==> config.mk <==
export PLATFORM = sky130hd
export DESIGN_NAME = pfpu_fmul_arb
export DESIGN_NICKNAME = d
export VERILOG_FILES = /design/src/rtl/pfpu_fmul_arb.sv
export SDC_FILE = /design/constraint.sdc
export NUM_CORES = 1
export LEC_CHECK = 0
export BUFFER_PORTS_ARGS = -buffer_cell sky130_fd_sc_hd__clkbuf_2
export CAP_MARGIN = 20
export CORE_AREA = 3 3 154 156
export DETAILED_ROUTE_END_ITERATION = 7
export DIE_AREA = 0 0 157 159
export GPL_TIMING_DRIVEN = 1
export PLACE_DENSITY = 0.66
export RECOVER_POWER = 25
export SLEW_MARGIN = 10
export SYNTH_ARGS = -nofsm -noshare
export SYNTH_HDL_FRONTEND = slang
export SYNTH_SLANG_ARGS = --single-unit
==> constraint.sdc <==
create_clock -name sys_clk -period 3.45 [get_ports sys_clk]
set_clock_uncertainty 0.05 [all_clocks]
set_input_delay 0.69 -clock sys_clk [delete_from_list [all_inputs] [get_ports sys_clk]]
set_output_delay 0.69 -clock sys_clk [all_outputs]
set_load 0.1 [all_outputs]
==> src/rtl/pfpu_fmul_arb.sv <==
// -----------------------------------------------------------------------------
// pfpu_fmul_arb
//
// Shares one pipelined FP multiplier between four requesters (PFPU ALU lanes
// and the DMA pre-scaler). At most one operation is issued per cycle, chosen
// round-robin. A requester id travels down a tag pipeline in lock-step with the
// multiplier, so every result can be steered back to whoever issued it.
//
// Handshakes:
//   req/gnt   - a requester raises req[k] with its operands on a_bus/b_bus and
//               holds both stable until gnt[k] is high in the same cycle; the
//               operation transfers in exactly that cycle. gnt is combinational
//               and at most one-hot.
//   res_valid - push only, no back-pressure: res is valid for the single cycle
//               in which the owner's res_valid bit is high.
//
// Ports:
//   sys_clk, sys_rst_n  clock, asynchronous active-low reset
//   req[3:0]            per-requester request level
//   a_bus, b_bus        operands, requester k on bits [32k+31:32k]
//   gnt[3:0]            one-hot grant (same cycle as req)
//   flush               one-cycle pulse, abort everything in flight
//   m_a, m_b            registered multiplier operands
//   m_valid_i           registered multiplier issue strobe
//   m_rst               registered one-cycle synchronous reset to the multiplier
//   m_r, m_valid_o      multiplier result and result strobe
//   res                 registered result data
//   res_valid[3:0]      one-hot result strobe naming the owner
//   busy                any operation in flight or being returned
//   err                 sticky: multiplier strobe disagreed with the tag pipeline
//
// The multiplier must be reset by the same reset source as this block; an
// asynchronous reset discards all in-flight state here.
// -----------------------------------------------------------------------------
module pfpu_fmul_arb #(
    parameter int LATENCY = 6,  // multiplier valid_i -> valid_o latency
    parameter int MAX_OUT = 4   // in-flight ops per requester, 1..7
) (
    input  logic         sys_clk,
    input  logic         sys_rst_n,
    input  logic [3:0]   req,
    input  logic [127:0] a_bus,
    input  logic [127:0] b_bus,
    output logic [3:0]   gnt,
    input  logic         flush,
    output logic [31:0]  m_a,
    output logic [31:0]  m_b,
    output logic         m_valid_i,
    output logic         m_rst,
    input  logic [31:0]  m_r,
    input  logic         m_valid_o,
    output logic [31:0]  res,
    output logic [3:0]   res_valid,
    output logic         busy,
    output logic         err
);

    localparam logic [2:0] MAX_CNT = 3'(MAX_OUT);

    // ------------------------------------------------------------------------
    // State
    // ------------------------------------------------------------------------
    logic [1:0] ptr;                 // round-robin start point
    logic       arb_en;              // low while in reset, keeps gnt at zero
    logic [2:0] cnt [4];             // in-flight ops per requester
    logic [1:0] issue_id;            // id travelling with m_valid_i (stage 0)
    logic [LATENCY:1] tag_v;         // tag pipeline valids, tail = LATENCY
    logic [1:0] tag_id [1:LATENCY];  // tag pipeline ids
    logic [1:0] fw;                  // flush-window cycles still to run

    // ------------------------------------------------------------------------
    // Flush window bookkeeping
    //   Cycle F carries the flush pulse; fw is 2 in F+1 and 1 in F+2.
    //   err is frozen for F..F+2 while the multiplier drains its stale
    //   strobes; result capture is blocked for the returns computed in F and
    //   F+1 (i.e. res_valid stays low at edges F+1 and F+2).
    // ------------------------------------------------------------------------
    logic in_window;
    logic res_block;

    assign in_window = flush | (fw != 2'd0);
    assign res_block = flush | (fw == 2'd2);

    // ------------------------------------------------------------------------
    // Arbitration
    // ------------------------------------------------------------------------
    logic [3:0] elig;
    logic [1:0] gnt_id;
    logic       gnt_vld;

    always_comb begin
        logic [1:0] idx;
        logic       found;
        elig   = '0;
        gnt_id = '0;
        found  = 1'b0;
        idx    = '0;
        for (int i = 0; i < 4; i++) begin
            elig[i] = req[i] && (cnt[i] < MAX_CNT);
        end
        // Scan ptr, ptr+1, ... with natural 2-bit wrap.
        for (int i = 0; i < 4; i++) begin
            idx = ptr + 2'(i);
            if (!found && elig[idx]) begin
                found  = 1'b1;
                gnt_id = idx;
            end
        end
        gnt_vld = found && !flush && arb_en;
    end

    always_comb begin
        gnt = '0;
        if (gnt_vld) begin
            gnt[gnt_id] = 1'b1;
        end
    end

    always_ff @(posedge sys_clk or negedge sys_rst_n) begin
        if (!sys_rst_n) begin
            ptr    <= 2'd0;
            arb_en <= 1'b0;
        end else begin
            arb_en <= 1'b1;
            // ptr is deliberately untouched by flush.
            if (gnt_vld) begin
                ptr <= gnt_id + 2'd1;
            end
        end
    end

    // ------------------------------------------------------------------------
    // Issue stage
    // gnt_vld is already low in a flush cycle, so the issue strobe drops at
    // F+1 without further qualification. Operands hold when nothing issues.
    // ------------------------------------------------------------------------
    always_ff @(posedge sys_clk or negedge sys_rst_n) begin
        if (!sys_rst_n) begin
            m_a       <= '0;
            m_b       <= '0;
            m_valid_i <= 1'b0;
            m_rst     <= 1'b0;
            issue_id  <= '0;
        end else begin
            m_rst     <= flush;
            m_valid_i <= gnt_vld;
            if (gnt_vld) begin
                m_a      <= a_bus[{gnt_id, 5'd0} +: 32];
                m_b      <= b_bus[{gnt_id, 5'd0} +: 32];
                issue_id <= gnt_id;
            end
        end
    end

    // ------------------------------------------------------------------------
    // Tag pipeline
    // Stage 0 is {m_valid_i, issue_id}. The multiplier samples that stage at
    // the next edge, so LATENCY further stages put the tail in the same cycle
    // as the matching m_valid_o.
    // ------------------------------------------------------------------------
    always_ff @(posedge sys_clk or negedge sys_rst_n) begin
        if (!sys_rst_n) begin
            tag_v <= '0;
            for (int j = 1; j <= LATENCY; j++) begin
                tag_id[j] <= '0;
            end
        end else begin
            tag_v[1]  <= m_valid_i & ~flush;
            tag_id[1] <= issue_id;
            for (int j = 2; j <= LATENCY; j++) begin
                tag_v[j]  <= tag_v[j-1] & ~flush;
                tag_id[j] <= tag_id[j-1];
            end
        end
    end

    // ------------------------------------------------------------------------
    // Return path and error detection
    // ------------------------------------------------------------------------
    logic       tail_v;
    logic [1:0] tail_id;
    logic       ret_ok;
    logic [3:0] ret_vec;

    assign tail_v  = tag_v[LATENCY];
    assign tail_id = tag_id[LATENCY];
    assign ret_ok  = m_valid_o && tail_v && !res_block;
    assign ret_vec = ret_ok ? (4'b0001 << tail_id) : 4'b0000;

    always_ff @(posedge sys_clk or negedge sys_rst_n) begin
        if (!sys_rst_n) begin
            res       <= '0;
            res_valid <= '0;
            err       <= 1'b0;
            fw        <= 2'd0;
        end else begin
            res_valid <= ret_vec;
            if (ret_ok) begin
                res <= m_r;
            end
            // A strobe without a tag (or a tag without a strobe) means the
            // multiplier and this block have lost step; latch it.
            if (!in_window && (m_valid_o != tail_v)) begin
                err <= 1'b1;
            end
            if (flush) begin
                fw <= 2'd2;
            end else if (fw != 2'd0) begin
                fw <= fw - 2'd1;
            end
        end
    end

    // ------------------------------------------------------------------------
    // Outstanding-op counters
    // The decrement lands on the same edge that raises res_valid, so in the
    // cycle a result is presented its owner is already eligible again.
    // ------------------------------------------------------------------------
    always_ff @(posedge sys_clk or negedge sys_rst_n) begin
        if (!sys_rst_n) begin
            for (int k = 0; k < 4; k++) begin
                cnt[k] <= 3'd0;
            end
        end else if (flush) begin
            for (int k = 0; k < 4; k++) begin
                cnt[k] <= 3'd0;
            end
        end else begin
            for (int k = 0; k < 4; k++) begin
                cnt[k] <= cnt[k] + {2'b00, gnt[k]} - {2'b00, ret_vec[k]};
            end
        end
    end

    // Eligibility keeps the counters inside 0..MAX_OUT.
    always @(posedge sys_clk) begin
        if (sys_rst_n && !flush) begin
            for (int k = 0; k < 4; k++) begin
                assert (!(gnt[k] && !ret_vec[k] && cnt[k] == 3'd7))
                    else $error("cnt[%0d] overflow", k);
                assert (!(ret_vec[k] && !gnt[k] && cnt[k] == 3'd0))
                    else $error("cnt[%0d] underflow", k);
            end
        end
    end

    // ------------------------------------------------------------------------
    // Activity
    // ------------------------------------------------------------------------
    assign busy = m_valid_i | (|tag_v) | (|res_valid);

endmodule

==> metrics list <==
- Multi-input gate area in the final layout: 3310 um^2
- # Max-Cap Violations: 1
- First-pass GRT wire length: ~32000 um
* Layout net count: ~1300
- Top flip-flop cell by instance count after synthesis: dfrtp_1
- The min-delay analysis places its worst path in the category flop to flop.
- Sw frac: around half
- Critical path's largest stage delay: a little under 0.8 ns
- Highest attainable clock frequency: ~0.32 GHz
- Final routed DRC violation total: 0
- Entering global routing, the biggest net connects 75 pins.
* Number of setup buffers added after CTS: 0
* Number of top-level pins: approximately 400
* Fraction of power consumed by combinational cells: 50.0%
- Data arrives at the worst endpoint at roughly 2.4 ns.
* Buffer depth of the longest clock path: 2
- Initial antenna violation count: 1
* Clock Sinks: 140
- The floorplan step defined a core boundary enclosing between 20000 and 25000 um^2.
- In this design, the largest share of critical-path delay is due to buffers and inverters.
- Crit Path Category: primary input to output pin
* Cells along the critical path: clkbuf_1 -> clkbuf_1 -> nand3b_4 -> inv_2 -> nand2_4 -> nor2_1 -> buf_12
- Sequential cells account for a little over a quarter of the total power.
- Clk Tree Root Cell: clkbuf_16
- Power comes to ~8.4 mW.
* Leakage power: 5.43 nW
- Result of the run: finished, violations left
* Sum of negative setup slack: 0 ns
- Routability-driven placement finished with a final weighted congestion of between 0.8 and 0.9.
* Category of the worst setup path launch point: primary input
- Die Width: around 160 um
* Worst-case headroom to the max-slew limit: -4.20%
- Layout fillers: about 2200
- The area growth from synthesis to layout is 41.6%.
- VDD sags by at most 0.564 mV.
* Detailed-routing iteration count for the pre-antenna-repair pass: 5
* Post-Syn Nets: 891
- Share of flip-flops with an asynchronous set or reset: 100%
- Total congestion overflow: 0
- Bufs and invs on worst path: 4
* Inserted Clock Buffers: 17
* Slew at the pin with the worst max-slew slack: roughly 1.6 ns
* ANT cells: 0
* Die Area: around 25000 um^2
* Maximum fanout along the worst path: 23
- STA classifies the critical path endpoint as an output pin.
- The cell that appears most often on the critical path is clkbuf_1.
- Synth Instances: slightly below 600
- A synthesized cell averages about 12 um^2.
- STA puts the critical path data required time at 2.71 ns.
- Setup repair after global routing left no endpoint under its margin.
- Clock power frac: about a quarter
- In this run, the number of DRC markers left after iteration 0 of detailed routing was between 200 and 250.
- In the final routed layout, each cell accounts on average for 16.7 um.
- Once detailed placement completed, the half-perimeter wirelength came to approximately 17000 um.
* Post-synth EDFFs: 0
- The final reports fail on max-capacitance violations, max-slew violations.
- Clock insertion delay at the later pin of the skew report: between 0.4 and 0.5 ns
- Cell Area, Synth: about 7100 um^2
- Final Routed Wirelength: 21100 um
- OpenSTA, run right after detailed placement, puts the worst setup slack at around 0.43 ns.
- Max Transition Viols Final: 64
- Final Hold Viols: 0
* Post-cts repair resize count: 0
- Count of vias placed by the detailed router: between 5000 and 6000
- Tcrit/Tclk final: approximately nine tenths
- After synthesis, the netlist uses 41 different library cells.
- Once routing completed, OpenROAD measured the worst setup slack at around 0.32 ns.
- Setup violations remaining at the end of the flow were counted as 0.
* Post-CTS clock slew at the launch and capture registers of the worst setup and hold paths: 0.06 ns
- Pwr dens: ~830 nW/um^2
* Initial Util: between 30% and 40%
- Number of port buffers: between 400 and 500
* Total of warnings raised by yosys: 0
* Standard cell with the maximum stage delay on the critical path: clkbuf_1
- TritonCTS built the clock tree.
* Int Pwr: slightly above 4 mW
- Of the cells placed in the final design, the portion with a size suffix greater than 1 is 51.6%.
- Combined flip-flop and latch cell area: 3500 um^2
- The die is between 150 and 200 um tall.
- The finished cells cover roughly 10000 um^2.
* Vias in the first global route: around 6200
- Routed Antenna Nets: 0
* Number of rows in the core area: between 50 and 60
* Number of storage elements in the synthesis netlist: between 100 and 150
- Sequential cells were found to cover approximately half of the synthesized design area.
* Total number of H-tree levels: 4
* Global Route Usage Sum: about 17%
- Summed over all nets, the switching power comes to roughly 4.2 mW.
- The worst path in the final design needs a cycle of 3.13 ns, including I/O delays and setup.
* Placement-stage cell area: about 9400 um^2
* CTS hold repair buffers: 0
- Final worst hold slack: ~0.30 ns
* Mean number of vias per cell: approximately 4.7
-- cell usage in the layout (no fill, tap or decap), drive strengths merged, types with 4 or more instances in the layout --
cell type	n
xnor2	8
buf	13
mux2	32
nor2	11
o221ai	64
ha	11
dfrtp	140
inv	26
nor2b	17
fa	4
nand2	71
clkbuf	420
mux2i	129
-- cell usage after synthesis, types with 2 or more instances --
library cell,instances,share of area [%]
o221ai_2,20,4.2
mux2i_1,129,18
xnor2_1,8,0.99
a21oi_1,3,0.21
nand2b_1,2,0.18
fa_1,4,1.1
buf_2,19,1.3
nor4_1,2,0.18
mux2_2,32,5.1
nand2_1,70,3.7
buf_4,8,0.85
xor2_1,2,0.25
nand3b_1,2,0.21
nor2b_1,16,1.4
o221ai_1,44,5.4
ha_1,11,1.9
buf_6,4,0.63
nor2_1,11,0.58
nor3b_1,3,0.32
clkbuf_1,6,0.32
buf_1,5,0.26
o21ai_1,3,0.21
inv_1,19,1.0
dfrtp_1,140,49
-- through the flow --
step | utilization [%] | cells
finish | 44.7 | 1269
global route | 44.7 | 1269
CTS | 44.8 | 1269
detailed placement | 42.0 | 1237
global placement | 42.0 | 1237
floorplan | - | 580
-- cell families (layout without fill, tap and decap cells) --
kind of cell | count (synthesis) | in the layout | synth area share [%]
AND/OR/NAND/NOR | 117 | 117 | 7.92
multiplexers | 161 | 161 | 23.3
AO/OA/AOI/OAI | 74 | 74 | 10.6
adder cells (fa/ha/maj) | 15 | 15 | 3.07
flip-flops | 140 | 140 | 49.4
buffers and inverters | 62 | 466 | 4.46
XOR/XNOR | 10 | 10 | 1.23
other | 1 | 1 | 0.0528
-- flip-flops by register name (all words and copies together) (netlist names) --
| name | cells |
|---|---|
| arb_en | 1 |
| m_b | 32 |
| m_rst | 1 |
| cnt | 12 |
| fw | 2 |
| m_valid_i | 1 |
| tag_v | 6 |
| issue_id | 2 |
| tag_id | 10 |
| ptr | 2 |
| res_valid | 4 |
| res | 32 |
| tail_id | 2 |
| m_a | 32 |
| err | 1 |
-- area by class of cell --
type                       count  share of cell area, %
inverter                      20                  0.747
clock buffer                  19                   4.51
timing repair buffer         414                   21.7
multi-input combinational    378                   32.9
sequential                   140                   34.9
tap                          285                   3.55
clock inverter                13                   1.77
-- power by group through the flow --
stage	combinational, mW	clock (mW)	sequential, mW
4_1_cts	4.21	2.03	2.23
3_5_place_dp	4.21	0	2.24
6_report	4.18	1.96	2.23
5_1_grt	4.36	2.10	2.28
3_3_place_gp	4.19	0	2.25
2_1_floorplan	1.17	0	4.43
-- per-layer routing --
layer	vias up	share of wire [%]	GRT usage (%)
met5	-	0.061	0
met4	2	1.4	4.34
met3	26	6.8	4.62
met2	254	51	28.6
met1	2807	41	20.2
li1	2894	-	-
-- final timing paths --
kind | start | endpoint | slack (ns) | cells past startpoint
setup / recovery | flush | gnt[1] | 0.32 | 7
hold / removal | tag_id[2]$_DFF_PN0_ | tail_id[0]$_DFF_PN0_ | 0.30 | 0
setup reg to reg | fw[0]$_DFFE_PN0N_ | cnt[11]$_DFF_PN0_ | 0.69 | 12
hold reg to reg | tag_id[2]$_DFF_PN0_ | tail_id[0]$_DFF_PN0_ | 0.30 | 0
max in group asynchronous | sys_rst_n | m_b[29]$_DFFE_PN0N_ | 0.75 | 2
min in group asynchronous | sys_rst_n | m_a[22]$_DFFE_PN0N_ | 0.59 | 1
(Power assumes the default switching activity.)
